## src/rtl/pair_avg_pkg.sv

```systemverilog
// Shared definitions for the capture-pair averager: FSM states, sample width
// and the {start, mid} packing used by the FIFO writer, the averager and the bench.
package pair_avg_pkg;

  localparam int DATA_W_DEFAULT = 10;

  // Field index within a FIFO word, in units of DATA_W: start high, mid low.
  localparam int START_FIELD = 1;
  localparam int MID_FIELD   = 0;

  typedef enum logic [2:0] {
    IDLE,
    POP,
    LATCH,
    ACCUM,
    EMIT
  } state_t;

  function automatic logic [2*DATA_W_DEFAULT-1:0] pack_pair(
    input logic [DATA_W_DEFAULT-1:0] start,
    input logic [DATA_W_DEFAULT-1:0] mid
  );
    logic [2*DATA_W_DEFAULT-1:0] word;
    word = '0;
    word[START_FIELD*DATA_W_DEFAULT +: DATA_W_DEFAULT] = start;
    word[MID_FIELD*DATA_W_DEFAULT +: DATA_W_DEFAULT]   = mid;
    return word;
  endfunction

endpackage

```

## src/rtl/pair_diff_stats.sv

```systemverilog
// Per-pair difference and windowed statistics: running sum, min, max and pair count.
module pair_diff_stats #(
  parameter int DATA_W = 10,
  parameter int LOG2_N = 3,
  localparam int DIFF_W = DATA_W + 1,
  localparam int ACC_W  = DIFF_W + LOG2_N
) (
  input  logic                     clk,
  input  logic                     rst,
  input  logic                     clear,
  input  logic                     update,
  input  logic [DATA_W-1:0]        start,
  input  logic [DATA_W-1:0]        mid,
  output logic signed [ACC_W-1:0]  acc,
  output logic signed [DIFF_W-1:0] min_val,
  output logic signed [DIFF_W-1:0] max_val,
  output logic                     last
);

  localparam int CNT_W   = LOG2_N + 1;
  localparam int N_PAIRS = 1 << LOG2_N;

  logic signed [DIFF_W-1:0] diff;
  logic [CNT_W-1:0]         cnt;

  // One extra bit on both operands makes the full +/-(2^DATA_W - 1) range exact.
  assign diff = $signed({1'b0, mid}) - $signed({1'b0, start});

  assign last = (cnt == CNT_W'(N_PAIRS - 1));

  always_ff @(posedge clk) begin
    if (rst || clear) begin
      acc     <= '0;
      min_val <= '0;
      max_val <= '0;
      cnt     <= '0;
    end else if (update) begin
      acc <= acc + ACC_W'(diff);
      cnt <= cnt + CNT_W'(1);
      // The first pair of a window seeds both extremes.
      if (cnt == '0) begin
        min_val <= diff;
        max_val <= diff;
      end else begin
        if (diff < min_val) min_val <= diff;
        if (diff > max_val) max_val <= diff;
      end
    end
  end

endmodule

```

## src/rtl/pair_diff_averager.sv

```systemverilog
// Pops {start, mid} pairs from the capture FIFO, drops aborted (all-zero) words and
// emits the windowed average, min and max of mid-start over a valid/ready handshake.
module pair_diff_averager
  import pair_avg_pkg::*;
#(
  parameter int DATA_W = DATA_W_DEFAULT,
  parameter int LOG2_N = 3,
  localparam int DIFF_W = DATA_W + 1,
  localparam int ACC_W  = DIFF_W + LOG2_N
) (
  input  logic                rd_clk,
  input  logic                rst,
  input  logic                enable,
  input  logic                flush,
  input  logic                rempty,
  input  logic [2*DATA_W-1:0] rd_data,
  output logic                rd_en,
  output logic                out_valid,
  input  logic                out_ready,
  output logic [DIFF_W-1:0]   out_avg,
  output logic [DIFF_W-1:0]   out_min,
  output logic [DIFF_W-1:0]   out_max,
  output logic [15:0]         drop_cnt,
  output logic                busy
);

  state_t state, next_state;

  logic [2*DATA_W-1:0]      word_q;
  logic                     flush_pend;
  logic                     set_pend;
  logic                     stats_clear;
  logic                     stats_update;
  logic                     drop_inc;
  logic signed [ACC_W-1:0]  acc;
  logic signed [DIFF_W-1:0] min_val;
  logic signed [DIFF_W-1:0] max_val;
  logic                     last;

  pair_diff_stats #(
    .DATA_W (DATA_W),
    .LOG2_N (LOG2_N)
  ) u_stats (
    .clk     (rd_clk),
    .rst     (rst),
    .clear   (stats_clear),
    .update  (stats_update),
    .start   (word_q[START_FIELD*DATA_W +: DATA_W]),
    .mid     (word_q[MID_FIELD*DATA_W +: DATA_W]),
    .acc     (acc),
    .min_val (min_val),
    .max_val (max_val),
    .last    (last)
  );

  always_ff @(posedge rd_clk) begin
    if (rst) begin
      state      <= IDLE;
      word_q     <= '0;
      flush_pend <= 1'b0;
      drop_cnt   <= '0;
    end else begin
      state <= next_state;
      if (state == LATCH) word_q <= rd_data;
      if (state == ACCUM) flush_pend <= 1'b0;
      else if (set_pend)  flush_pend <= 1'b1;
      if (drop_inc && drop_cnt != 16'hFFFF) drop_cnt <= drop_cnt + 16'd1;
    end
  end

  always_comb begin
    next_state   = state;
    rd_en        = 1'b0;
    out_valid    = 1'b0;
    stats_clear  = 1'b0;
    stats_update = 1'b0;
    drop_inc     = 1'b0;
    set_pend     = 1'b0;
    case (state)
      IDLE: begin
        if (flush)                  stats_clear = 1'b1;
        else if (enable && !rempty) next_state  = POP;
      end
      POP: begin
        rd_en      = 1'b1;
        set_pend   = flush;
        next_state = LATCH;
      end
      LATCH: begin
        set_pend   = flush;
        next_state = ACCUM;
      end
      ACCUM: begin
        next_state = IDLE;
        // A flush seen while this word was in flight discards it along with the window.
        if (flush_pend || flush) begin
          stats_clear = 1'b1;
        end else if (word_q == '0) begin
          drop_inc = 1'b1;
        end else begin
          stats_update = 1'b1;
          if (last) next_state = EMIT;
        end
      end
      EMIT: begin
        out_valid = 1'b1;
        if (flush || out_ready) begin
          stats_clear = 1'b1;
          next_state  = IDLE;
        end
      end
      default: next_state = IDLE;
    endcase
  end

  assign out_avg = DIFF_W'(acc >>> LOG2_N);
  assign out_min = min_val;
  assign out_max = max_val;
  assign busy    = (state != IDLE);

endmodule

```

## config.mk

```make
export PLATFORM = sky130hd
export DESIGN_NAME = pair_diff_averager
export DESIGN_NICKNAME = d
export VERILOG_FILES = /design/src/rtl/pair_avg_pkg.sv /design/src/rtl/pair_diff_stats.sv /design/src/rtl/pair_diff_averager.sv
export SDC_FILE = /design/constraint.sdc
export NUM_CORES = 1
export LEC_CHECK = 0
export ABC_AREA = 1
export CAP_MARGIN = 10
export CORE_ASPECT_RATIO = 1.5
export CORE_MARGIN = 10
export CORE_UTILIZATION = 45
export CTS_BUF_LIST = sky130_fd_sc_hd__clkbuf_8
export DETAILED_ROUTE_END_ITERATION = 12
export GPL_TIMING_DRIVEN = 0
export PLACE_DENSITY = 0.68
export SLEW_MARGIN = 20
export SYNTH_ARGS = -nofsm -noshare
export SYNTH_HDL_FRONTEND = slang
export SYNTH_HIERARCHICAL = 1
export SYNTH_SLANG_ARGS = --single-unit
export TNS_END_PERCENT = 1
```

## constraint.sdc

```tcl
create_clock -name rd_clk -period 3.7 [get_ports rd_clk]
set_input_delay 0.74 -clock rd_clk [delete_from_list [all_inputs] [get_ports rd_clk]]
set_output_delay 0.74 -clock rd_clk [all_outputs]
set_load 0.03 [all_outputs]
```

-- After elaboration in Yosys (flattened, before gate mapping)
Cells that the tools add are included.
- register bits: 80
- logic and storage cells: 64
- output and inout bits: 52
- muxes and demuxes: 24
- eq/ne operators: 9
- reduce and logical (&&, ||, !) cells: 17
- add/subtract/negate cells: 4
- $lt $le $gt $ge: 2
- operator list (kind ; count):
    $mux 11 ; 4
    $logic_not 20->1 ; 1
    $mux 3 ; 6
    $add 16x1->16 const B ; 1
    $ne 16x16->1 const B ; 1
    $pmux 3 s5 ; 1
    $add 14x11->14 ; 1
    $mux 1 ; 12
    $gt 11x11->1 ; 1
    $lt 11x11->1 ; 1
    $sub 10x10->11 ; 1
    $eq 3x2->1 const B ; 2
    $ne 2x2->1 const B ; 3
    $add 4x1->4 const B ; 1
    $eq 4x3->1 const B ; 1
    $logic_not 4->1 ; 1
    $reduce_and 2->1 ; 2
    $reduce_bool 2->1 ; 2
    $reduce_or 2->1 ; 2
    $eq 3x1->1 const B ; 1
    $eq 3x3->1 const B ; 1
    $logic_not 3->1 ; 1
    $logic_or 1x1->1 ; 3
    $pmux 1 s3 ; 1
    4 further kinds ; 5

-- Longest topological paths before layout
Gate-level depths: netlist of run 1.
- word-level depth: 5
- gate-level depth with buffers: 23
- mapped depth without buffers: 23

-- Hierarchy
Netlist of run 1, hierarchy kept.
- modules (own cells, without submodules) (module ; seq. area each (um^2) ; area each (um^2) ; instances ; cells each):
    pair_diff_stats ; 800.8 ; 3472.1 ; 1 ; 520
    pair_diff_averager ; 800.8 ; 2043.2 ; 1 ; 306

-- Worst setup path after synthesis of run 1
OpenSTA, ideal clock, no wires.
- path type: flip-flop to flip-flop
- start point: register word_q[0]
- end point: register u_stats.max_val[7]
- library setup time: 116 ps
- cell stages (with the launch flop): 20
- path slack: 749 ps
- arrival time: 2834 ps
- period minus slack after synthesis: 2951 ps
- cell sequence: dfxtp_1 > inv_1 > ha_1 > fa_1 > o21ai_1 > a21oi_1 > xor2_1 > inv_1 > ha_1 > nand2_1 > nor2_1 > and2_4 > nand2_2 > nand4_1 > nand3_2 > nand2_2 > buf_6 > nand3_2 > nand2_1 > nor2_2
- elaborated cells on any way between the ends: 10
- RTL lines (item ; RTL line ; source):
    start: declaration ; pair_diff_averager.sv:29 ; logic [2*DATA_W-1:0] word_q;
    start signal: assignment ; pair_diff_averager.sv:64 ; if (state == LATCH) word_q <= rd_data;
    $sub 10x10->11 ; pair_diff_stats.sv:27 ; assign diff = $signed({1'b0, mid}) - $signed({1'b0, start});
    via u_stats.diff[6] ; pair_diff_stats.sv:23 ; logic signed [DIFF_W-1:0] diff;
    $gt 11x11->1 ; pair_diff_stats.sv:46 ; if (diff > max_val) max_val <= diff;
    $reduce_bool 2->1 (no source line) ; - ;
    $reduce_and 2->1 (no source line) ; - ;
    end signal: assignment ; pair_diff_stats.sv:43 ; max_val <= diff;
    end signal: assignment ; pair_diff_stats.sv:46 ;
    end: declaration ; pair_diff_stats.sv:16 ; output logic signed [DIFF_W-1:0] max_val,
The timed path passes the listed nets, and every way through them passes these cells. The select of a mux whose other input is x is not followed.
A chain may end at the register's enable or synchronous reset.

-- Worst setup path in the final report of run 1
- start point: register word_q[0]
- end point: register u_stats.min_val[2]
- elaborated cells on any way between the ends: 10
- RTL lines (item ; RTL line ; source):
    $sub 10x10->11 ; pair_diff_stats.sv:27 ;
    via u_stats.diff[8] ; pair_diff_stats.sv:23 ;
    $lt 11x11->1 ; pair_diff_stats.sv:45 ; if (diff < min_val) min_val <= diff;
    $reduce_bool 2->1 (no source line) ; - ;
    $reduce_and 2->1 (no source line) ; - ;
    end signal: assignment ; pair_diff_stats.sv:42 ; min_val <= diff;
    end signal: assignment ; pair_diff_stats.sv:45 ;
    end: declaration ; pair_diff_stats.sv:15 ; output logic signed [DIFF_W-1:0] min_val,
The timed path passes the listed nets, and every way through them passes these cells. The select of a mux whose other input is x is not followed.

==> results.py, run 1 <==
metrics = {
    "place": {
        "place_hpwl_um": 11430,
        "dp.cells": 1056,
        "gp_congestion": 0.9117,
        "postPlaceCellArea_um2": 6477,
        "portBuffers": 77,
    },
    "clock_network": {
        "worstSkewPairLatency_ps": 360,
        "clkSlewWorstSetupHoldPaths_ps": 90,
        "clockRootBuffer": "clkbuf_8",
        "clkSinkCount": 80,
        "cts_inserted_buffers": 9,
        "cts_tree": "done",
        "htree_levels": 3,
        "cts.path.max_buffers": 2,
    },
    "routing": {
        "drt_wl_total_um": 14390,
        "via_per_inst": 4.951,
        "wl_per_cell_um": 13.42,
        "drc": 0,
        "vias": 5308,
        "first_iter_violations": 162,
        "drt_pre_antenna_iters": 4,
        "antenna_left": 0,
    },
    "pwr": {
        "finalPower_uw": 3370,
        "ir_drop_mv": 0.2129,
        "p_seq_frac": 0.274,
        "p_clk_frac": 0.219,
        "p_leak_uw": 0.002985,
        "p_int_uw": 1897,
        "power.density_nw_per_um2": 501.9,
        "p_comb_frac": 0.508,
        "switching_power_uw": 1474,
        "swShare": 0.4373,
    },
    "setup_path": {
        "cp_common_cell": "nand2_1",
        "crit_cells": 22,
        "required_ps": 3960,
        "slowest_delay_ps": 450,
        "worst_setup_path_end_kind": "register",
        "crit_buf_inv": 3,
        "cp_slowest_cell": "fa_1",
        "worstPathArrival_ps": 3620,
        "reg2reg_depth": 22,
        "path_delay_family": "simple AND/OR/NAND/NOR gates",
        "startpoint_type": "register",
        "path_class": "register to register",
        "crit_fanout": 10,
        "crit_chain": "inv_1, ha_1, fa_1, o21ai_2, nand3_1, nand2_1, nand2_1, nand2_1, inv_1, ha_1, nand2_1, nor2_1, nand3_1, nor2_1, nand2_1, nand2_1, nand2_1, nand3_1, clkbuf_4, nand3_1, nand2_1, nor2_1",
    },
    "synth": {
        "synth_warnings": 6,
        "ys_async_sr_fraction": 0,
        "ys_seq_area_frac": 0.2904,
        "ys_seq_elements": 80,
        "netlist_area_um2": 5515,
        "synth_edf_count": 0,
        "syn_inst": 826,
        "synth_ff_type": "dfxtp_1",
        "synth_nets": 901,
        "synth.distinct_cells": 46,
        "syn_area_per_cell_um2": 6.677,
    },
    "finish": {
        "drive_gt1_frac": 0.08270,
        "fin_nets": 989,
        "area_growth_pct": 21.76,
        "n_fill_cell": 1246,
        "design_area_um2": 6715,
        "multiInputGateArea_um2": 3224,
        "ff_latch_area_um2": 1602,
        "antenna_cells": 0,
        "stdcell_count": 1072,
    },
    "sta": {
        "whs_ps": 483.7,
        "clock-skew-final_ps": 7.774,
        "max-slew-margin-rel": 0.5242,
        "setup_violations": 0,
        "fin_crit_ps": 3361,
        "drv_slew": 0,
        "worst_pin_slew_ps": 711.2,
        "post-route-period-util": 0.9084,
        "finalHoldViolations": 0,
        "clock.fmax_ghz": 0.2975,
        "rsz0062_at_grt": "false",
        "setup_tns_ps": 0,
    },
    "global_routing": {
        "grt_usage": 0.1742,
        "grt.overflow.total": 0,
        "antenna_found_initial": 0,
        "grt_pass1_vias": 5275,
        "grt_pass1_wl_um": 24270,
        "grt_max_degree": 14,
    },
    "job": {
        "cap_violations": 0,
    },
    "worst_hold_path": {
        "hold_path_depth": 2,
        "holdCritPathClass": "register to register",
    },
    "die": {
        "die-area_um2": 17180,
        "dieHeight_um": 155.6,
        "pin_count": 78,
        "initial_core_util": 0.4590,
        "fp.dieW_um": 110.4,
        "rows": 49,
        "core_um2": 12020,
    },
    "status": {
        "status": "finished clean",
    },
}
[layout by cell type, fill, tap and decap left out, types with 2 or more instances in the layout]
master	count
ha_1	47
nand3_2	14
clkinv_1	4
clkbuf_8	15
buf_2	2
fa_1	2
nor3_1	9
buf_6	4
bufinv_16	2
clkbuf_1	10
nand3_1	44
nand3b_1	2
nor2_2	7
xnor2_1	2
or2_2	3
xor2_1	8
o211ai_1	3
nand4_1	19
o21ai_0	43
clkinvlp_4	2
nand2_1	149
inv_1	126
nor2_4	4
nor2_1	155
clkdlybuf4s50_1	77
o21bai_1	4
a21oi_1	51
dfxtp_1	80
nand2_2	4
inv_2	4
[power groups by stage]
stage | combinational [uW] | clock [uW] | sequential, uW
after floorplan | 1290 | 0 | 941
after global placement | 1670 | 0 | 942
after detailed placement | 1680 | 0 | 943
after CTS | 1700 | 755 | 923
after global routing | 1950 | 796 | 928
final | 1710 | 737 | 922
[cells by family after synthesis]
kind of cell               after synthesis  share of synthesized area
xor gates and xnor gates                11                    0.01747
DFF                                     80                     0.2904
buffers and inverters                  160                     0.1270
AOI/OAI and AO/OA                      110                     0.1080
adders and majority gates               49                     0.1139
and+or+nand+nor                        416                     0.3432
[per-layer routing]
metal / part of all wire / GRT usage
met1: 0.41 / 0.1935
met4: 0.036 / 0.08963
met3: 0.049 / 0.03763
met2: 0.50 / 0.2995
met5: 0 / 0
[worst reg2reg max path: stages (launching register included)]
cell      delay [ps]
dfxtp_1          360
inv_1             50
ha_1             220
fa_1             450
o21ai_2          210
nand3_1          120
nand2_1           70
nand2_1           40
nand2_1          140
inv_1            160
ha_1             320
nand2_1           50
nor2_1           130
nand3_1          100
nor2_1           110
nand2_1           80
nand2_1           70
nand2_1           40
nand3_1           80
clkbuf_4         220
nand3_1           80
nand2_1           90
nor2_1            50
[synth_stat cells (5+ instances only)]
library cell | instances | area [um^2]
o21ai_0 | 43 | 215.2
ha_1 | 47 | 588.1
nand2_1 | 149 | 559.3
clkbuf_8 | 5 | 68.82
clkbuf_1 | 10 | 37.54
nor2_2 | 7 | 43.79
nor3_1 | 9 | 45.04
a21oi_1 | 51 | 255.2
dfxtp_1 | 80 | 1602
nand4_1 | 19 | 118.9
nand3_1 | 44 | 220.2
xor2_1 | 9 | 78.83
inv_1 | 125 | 469.2
nor2_1 | 155 | 581.8
nand3_2 | 14 | 140.1
inv_2 | 5 | 18.77
[through the flow]
step | util | setup slack (ps)
2_1_floorplan | - | 749.4
4_1_cts | 0.5575 | 222.1
3_5_place_dp | 0.5390 | 239.7
3_3_place_gp | 0.5390 | 252.1
5_1_grt | 0.5588 | 6.130
6_report | 0.5588 | 339.0
[worst paths after layout]
check / startpoint / endpoint / slack (ps)
worst min-delay path: u_stats/acc[0] / u_stats/acc[0] / 480
worst max-delay path: word_q[0] / u_stats/min_val[2] / 340
worst min register to register: u_stats/acc[0] / u_stats/acc[0] / 480
worst max register to register: word_q[0] / u_stats/min_val[2] / 340
[state kept, by name, summed over array words and instances (netlist names)]
register         flops
u_stats/max_val     11
u_stats/min_val     11
u_stats/cnt          4
state                3
drop_cnt            16
flush_pend           1
word_q              20
u_stats/acc         14
[final cells by class]
type	instances	area share
Clock buffer	10	0.02050
Inverter	134	0.07527
Buffer	26	0.02981
Timing Repair Buffer	77	0.1148
Clock inverter	6	0.01248
Sequential cell	80	0.2385
Multi-Input combinational cell	586	0.4802
Tap cell	153	0.02851
[repair_timing]
action,in CTS,in global routing
gates resized for setup,0,4
buffers inserted,0,0
setup endpoints to repair,0,25
hold buffers,0,0
Power figures use the tool's default switching activity.
==> run 2: changes to the inputs <==
--- a/config.mk
+++ b/config.mk
@@ -13,7 +13,7 @@
 export CTS_BUF_LIST = sky130_fd_sc_hd__clkbuf_8
 export DETAILED_ROUTE_END_ITERATION = 12
 export GPL_TIMING_DRIVEN = 0
-export PLACE_DENSITY = 0.68
+export PLACE_DENSITY_LB_ADDON = 0.15
 export SLEW_MARGIN = 20
 export SYNTH_ARGS = -nofsm -noshare
 export SYNTH_HDL_FRONTEND = slang
==> results.py, run 2 (synthesis results as in run 1) <==
metrics = {
    "status": {
        "status": "finished clean",
    },
    "die": {
        "rows": 49,
        "core_um2": 12020,
        "pin_count": 78,
        "dieHeight_um": 155.6,
        "fp.dieW_um": 110.4,
        "initial_core_util": 0.4590,
        "die-area_um2": 17180,
    },
    "setup_path": {
        "cp_slowest_cell": "ha_1",
        "path_class": "register to register",
        "cp_common_cell": "a21oi_1",
        "crit_chain": "inv_1, ha_1, a21oi_1, o21ai_2, a21oi_1, xor2_2, inv_1, ha_1, a21oi_1, o21ai_0, a21oi_1, o21bai_1, a21oi_1, o21ai_0, nand2_1, inv_1",
        "crit_fanout": 5,
        "worst_setup_path_end_kind": "register",
        "startpoint_type": "register",
        "worstPathArrival_ps": 3660,
        "required_ps": 3960,
        "slowest_delay_ps": 380,
    },
    "routing": {
        "first_iter_violations": 175,
        "via_per_inst": 4.870,
        "drt_wl_total_um": 14050,
        "wl_per_cell_um": 13.12,
        "antenna_left": 0,
        "drc": 0,
        "vias": 5216,
        "drt_pre_antenna_iters": 4,
    },
    "place": {
        "place_hpwl_um": 11180,
        "portBuffers": 77,
        "preCtsSetupSlack_ps": 193.8,
        "gp_congestion": 0.8834,
    },
    "global_routing": {
        "grt_pass1_vias": 5099,
        "grt.overflow.total": 0,
        "antenna_found_initial": 0,
        "grt_usage": 0.1696,
        "grt_max_degree": 13,
        "grt_pass1_wl_um": 23760,
    },
    "clock_network": {
        "clkSlewWorstSetupHoldPaths_ps": 80,
        "cts_inserted_buffers": 9,
        "clkSinkCount": 80,
        "clockRootBuffer": "clkbuf_8",
        "ctsHoldBuffers": 0,
        "cts_tree": "done",
        "htree_levels": 3,
        "cts.path.max_buffers": 2,
        "worstSkewPairLatency_ps": 350,
    },
    "finish": {
        "largestRegisters": "word_q: 20 flops, drop_cnt: 16 flops, u_stats/acc: 14 flops",
        "largest_reg_flops": 20,
        "multiInputGateArea_um2": 3237,
        "n_fill_cell": 1224,
        "layout_commonest_cell": "nor2_1",
        "drive_gt1_frac": 0.08497,
        "ff_latch_area_um2": 1602,
        "area_growth_pct": 21.71,
        "fin_nets": 989,
        "final_cell_mix": "nor2_1, nand2_1, inv_1",
        "antenna_cells": 0,
        "regMostFlops": "word_q",
    },
    "pwr": {
        "finalPower_uw": 3335,
        "swShare": 0.4388,
        "p_clk_frac": 0.207,
        "power.density_nw_per_um2": 496.8,
        "p_comb_frac": 0.516,
        "switching_power_uw": 1463,
        "p_seq_frac": 0.276,
        "ir_drop_mv": 0.3020,
        "p_int_uw": 1872,
        "p_leak_uw": 0.002982,
    },
    "sta": {
        "setup_violations": 0,
        "clock-skew-final_ps": 9.095,
        "setup_tns_ps": 0,
        "rsz0062_at_grt": "false",
        "whs_ps": 488.6,
        "fin_crit_ps": 3399,
        "worst_pin_slew_ps": 697.4,
        "post-route-period-util": 0.9187,
        "worst_slack_ps": 300.9,
        "max-slew-margin-rel": 0.5335,
        "drv_slew": 0,
        "finalHoldViolations": 0,
        "clock.fmax_ghz": 0.2942,
    },
    "job": {
        "cap_violations": 0,
    },
    "worst_hold_path": {
        "holdCritPathClass": "register to register",
    },
}
run 2: worst paths after layout:
path,startpoint,to,slack [ps],cells after the start
max,word_q[13],u_stats/acc[11],300,16
min,u_stats/acc[0],u_stats/acc[0],490,2
max reg2reg,word_q[13],u_stats/acc[11],300,16
min reg2reg,u_stats/acc[0],u_stats/acc[0],490,2
run 2: stage by stage:
stage,instances,util,area [um^2]
2_1_floorplan,826,-,5515
3_3_place_gp,1056,0.5390,6477
3_5_place_dp,1056,0.5390,6477
4_1_cts,1071,0.5562,6684
5_1_grt,1071,0.5586,6713
6_report,1071,0.5586,6713
run 2: worst max-delay path: cells and delay by family (launching register included):
family                     cells  cell delay, ps
AOI/OAI and AO/OA              9            1610
xor gates and xnor gates       1             270
adders and majority gates      2             740
buffers and inverters          3             270
DFF                            1             360
and+or+nand+nor                1              70
run 2: cell type report:
cell class,instances,share of cell area
inverter,134,0.07530
clock buffer,12,0.02460
timing repair buffer,77,0.1148
multi-input combinational,586,0.4822
buffer,26,0.02982
sequential,80,0.2386
tap,153,0.02852
clock inverter,3,0.006151
run 2: what timing repair did:
item / CTS / global route
setup buffers: 0 / 0
resized for setup: 0 / 7
endpoints found under the setup margin: 0 / 25
run 2: power by group through the flow:
stage               sequential [uW]  clock [uW]  combinational, uW
floorplan                       941           0               1290
global placement                942           0               1680
detailed placement              943           0               1690
CTS                             923         714               1700
global route                    928         735               1990
finish                          922         691               1720
run 2: per-layer routing:
metal	track usage	up-vias	share of wire
li1	-	2787	-
met2	0.3007	99	0.51
met4	0.05770	0	0.023
met1	0.1927	2317	0.42
met3	0.03639	13	0.047
met5	0	-	0
==> run 3: changes to the inputs <==
--- a/config.mk
+++ b/config.mk
@@ -9,7 +9,7 @@
 export CAP_MARGIN = 10
 export CORE_ASPECT_RATIO = 1.5
 export CORE_MARGIN = 10
-export CORE_UTILIZATION = 45
+export CORE_UTILIZATION = 57
 export CTS_BUF_LIST = sky130_fd_sc_hd__clkbuf_8
 export DETAILED_ROUTE_END_ITERATION = 12
 export GPL_TIMING_DRIVEN = 0
==> results.py, run 3 (synthesis results as in run 1) <==
metrics = {
    "sta": {
        "whs_ps": 475.0,
        "finalHoldViolations": 0,
        "clock-skew-final_ps": 11.20,
        "fin_crit_ps": 3354,
        "setup_violations": 0,
        "clock.fmax_ghz": 0.2982,
        "max-slew-margin-rel": 0.5565,
        "drv_slew": 0,
        "worst_pin_slew_ps": 663.0,
        "worst_slack_ps": 346.3,
        "post-route-period-util": 0.9064,
    },
    "finish": {
        "fin_nets": 989,
        "final_cell_mix": "nor2_1, nand2_1, inv_1",
        "antenna_cells": 0,
        "largest_reg_flops": 20,
        "layout_commonest_cell": "nor2_1",
        "regMostFlops": "word_q",
        "multiInputGateArea_um2": 3217,
        "n_fill_cell": 805,
        "largestRegisters": "word_q: 20 flops, drop_cnt: 16 flops, u_stats/acc: 14 flops",
        "drive_gt1_frac": 0.08052,
        "area_growth_pct": 20.19,
        "ff_latch_area_um2": 1602,
        "design_area_um2": 6629,
    },
    "global_routing": {
        "grt_pass1_wl_um": 23490,
        "grt_max_degree": 13,
        "antenna_found_initial": 0,
        "grt_pass1_vias": 5163,
        "grt_usage": 0.1978,
        "grt.overflow.total": 0,
    },
    "place": {
        "preCtsSetupSlack_ps": 273.9,
        "gp_congestion": 0.8912,
        "portBuffers": 77,
        "place_hpwl_um": 11210,
        "postPlaceCellArea_um2": 6426,
    },
    "die": {
        "rows": 43,
        "initial_core_util": 0.5891,
        "pin_count": 78,
        "core_um2": 9361,
        "fp.dieW_um": 100.3,
        "die-area_um2": 14090,
        "dieHeight_um": 140.5,
    },
    "clock_network": {
        "clkSlewWorstSetupHoldPaths_ps": 80,
        "cts_tree": "done",
        "cts_inserted_buffers": 9,
        "cts.path.max_buffers": 2,
        "htree_levels": 3,
        "clockRootBuffer": "clkbuf_8",
        "worstSkewPairLatency_ps": 350,
        "clkSinkCount": 80,
        "ctsHoldBuffers": 0,
    },
    "setup_path": {
        "path_delay_family": "adder cells",
        "reg2reg_depth": 19,
        "worst_setup_path_end_kind": "register",
        "slowest_delay_ps": 460,
        "crit_buf_inv": 3,
        "path_class": "register to register",
        "worstPathArrival_ps": 3600,
        "required_ps": 3950,
        "crit_fanout": 10,
        "crit_chain": "inv_1, ha_1, fa_1, o21ai_2, a21oi_1, xor2_1, inv_1, ha_1, nand2_1, nor2_1, and2_4, nand2_2, nand4_1, nand3_2, nand2_2, buf_6, nand3_2, nand2_1, nor2_1",
        "startpoint_type": "register",
        "crit_cells": 19,
        "cp_slowest_cell": "fa_1",
    },
    "routing": {
        "first_iter_violations": 294,
        "antenna_left": 0,
        "vias": 5412,
        "drc": 0,
        "via_per_inst": 5.249,
        "drt_wl_total_um": 13990,
        "drt_pre_antenna_iters": 5,
        "wl_per_cell_um": 13.57,
    },
    "status": {
        "status": "finished clean",
    },
    "pwr": {
        "p_comb_frac": 0.523,
        "power.density_nw_per_um2": 498.2,
        "p_int_uw": 1845,
        "switching_power_uw": 1457,
        "p_clk_frac": 0.198,
        "ir_drop_mv": 0.4279,
        "swShare": 0.4413,
        "p_leak_uw": 0.002983,
        "p_seq_frac": 0.280,
    },
    "job": {
        "cap_violations": 0,
    },
    "worst_hold_path": {
        "hold_path_depth": 2,
        "holdCritPathClass": "register to register",
    },
}
==> run 3: worst paths after layout <==
check	from	end	slack (ps)
worst max-delay path	word_q[0]	u_stats/max_val[4]	350
worst min-delay path	u_stats/acc[0]	u_stats/acc[0]	480
worst max register to register	word_q[0]	u_stats/max_val[4]	350
worst min register to register	u_stats/acc[0]	u_stats/acc[0]	480
==> run 3: power groups by stage <==
| stage | Combinational [uW] | Sequential (uW) | Clock [uW] |
|---|---|---|---|
| floorplan | 1290 | 941 | 0 |
| global placement | 1640 | 940 | 0 |
| detailed placement | 1700 | 943 | 0 |
| CTS | 1710 | 923 | 665 |
| global route | 1950 | 928 | 698 |
| finish | 1730 | 923 | 653 |
==> run 3: metal layers <==
layer	global-route usage	share of wire	vias up
met5	0	0	-
met3	0.04727	0.060	22
met4	0.06493	0.021	0
met1	0.2189	0.40	2437
met2	0.3551	0.52	160
li1	-	-	2793
==> run 3: metrics by stage <==
step / util / total power, uW / TNS, ps / instances
2_1_floorplan: - / 2227 / 0 / 826
3_3_place_gp: 0.6864 / 2581 / 0 / 1015
3_5_place_dp: 0.6864 / 2646 / 0 / 1015
4_1_cts: 0.7077 / 3302 / 0 / 1031
5_1_grt: 0.7081 / 3571 / -10.17 / 1031
6_report: 0.7081 / 3303 / 0 / 1031
==> run 3: layout make-up <==
cell class,instances,share of cell area
inverters,134,0.07588
plain buffers,26,0.02982
clock buffers,11,0.02284
clock inverters,5,0.007173
multi-input cells,586,0.4853
flip-flops and latches,80,0.2416
repair buffers,77,0.1163
well taps,112,0.02114
==> run 3: worst register-to-register path, cell delays in order (launching register included) <==
cell     delay, ps
dfxtp_1        350
inv_1           60
ha_1           230
fa_1           460
o21ai_2        220
a21oi_1        100
xor2_1         280
inv_1          180
ha_1           340
nand2_1         70
nor2_1         100
and2_4         150
nand2_2         60
nand4_1         90
nand3_2         80
nand2_2        100
buf_6          170
nand3_2         70
nand2_1        100
nor2_1          50
==> run 3: what timing repair did <==
item	4_1_cts	5_1_grt
setup buffers	0	0
gates resized for setup	0	1
endpoints found under the setup margin	0	19
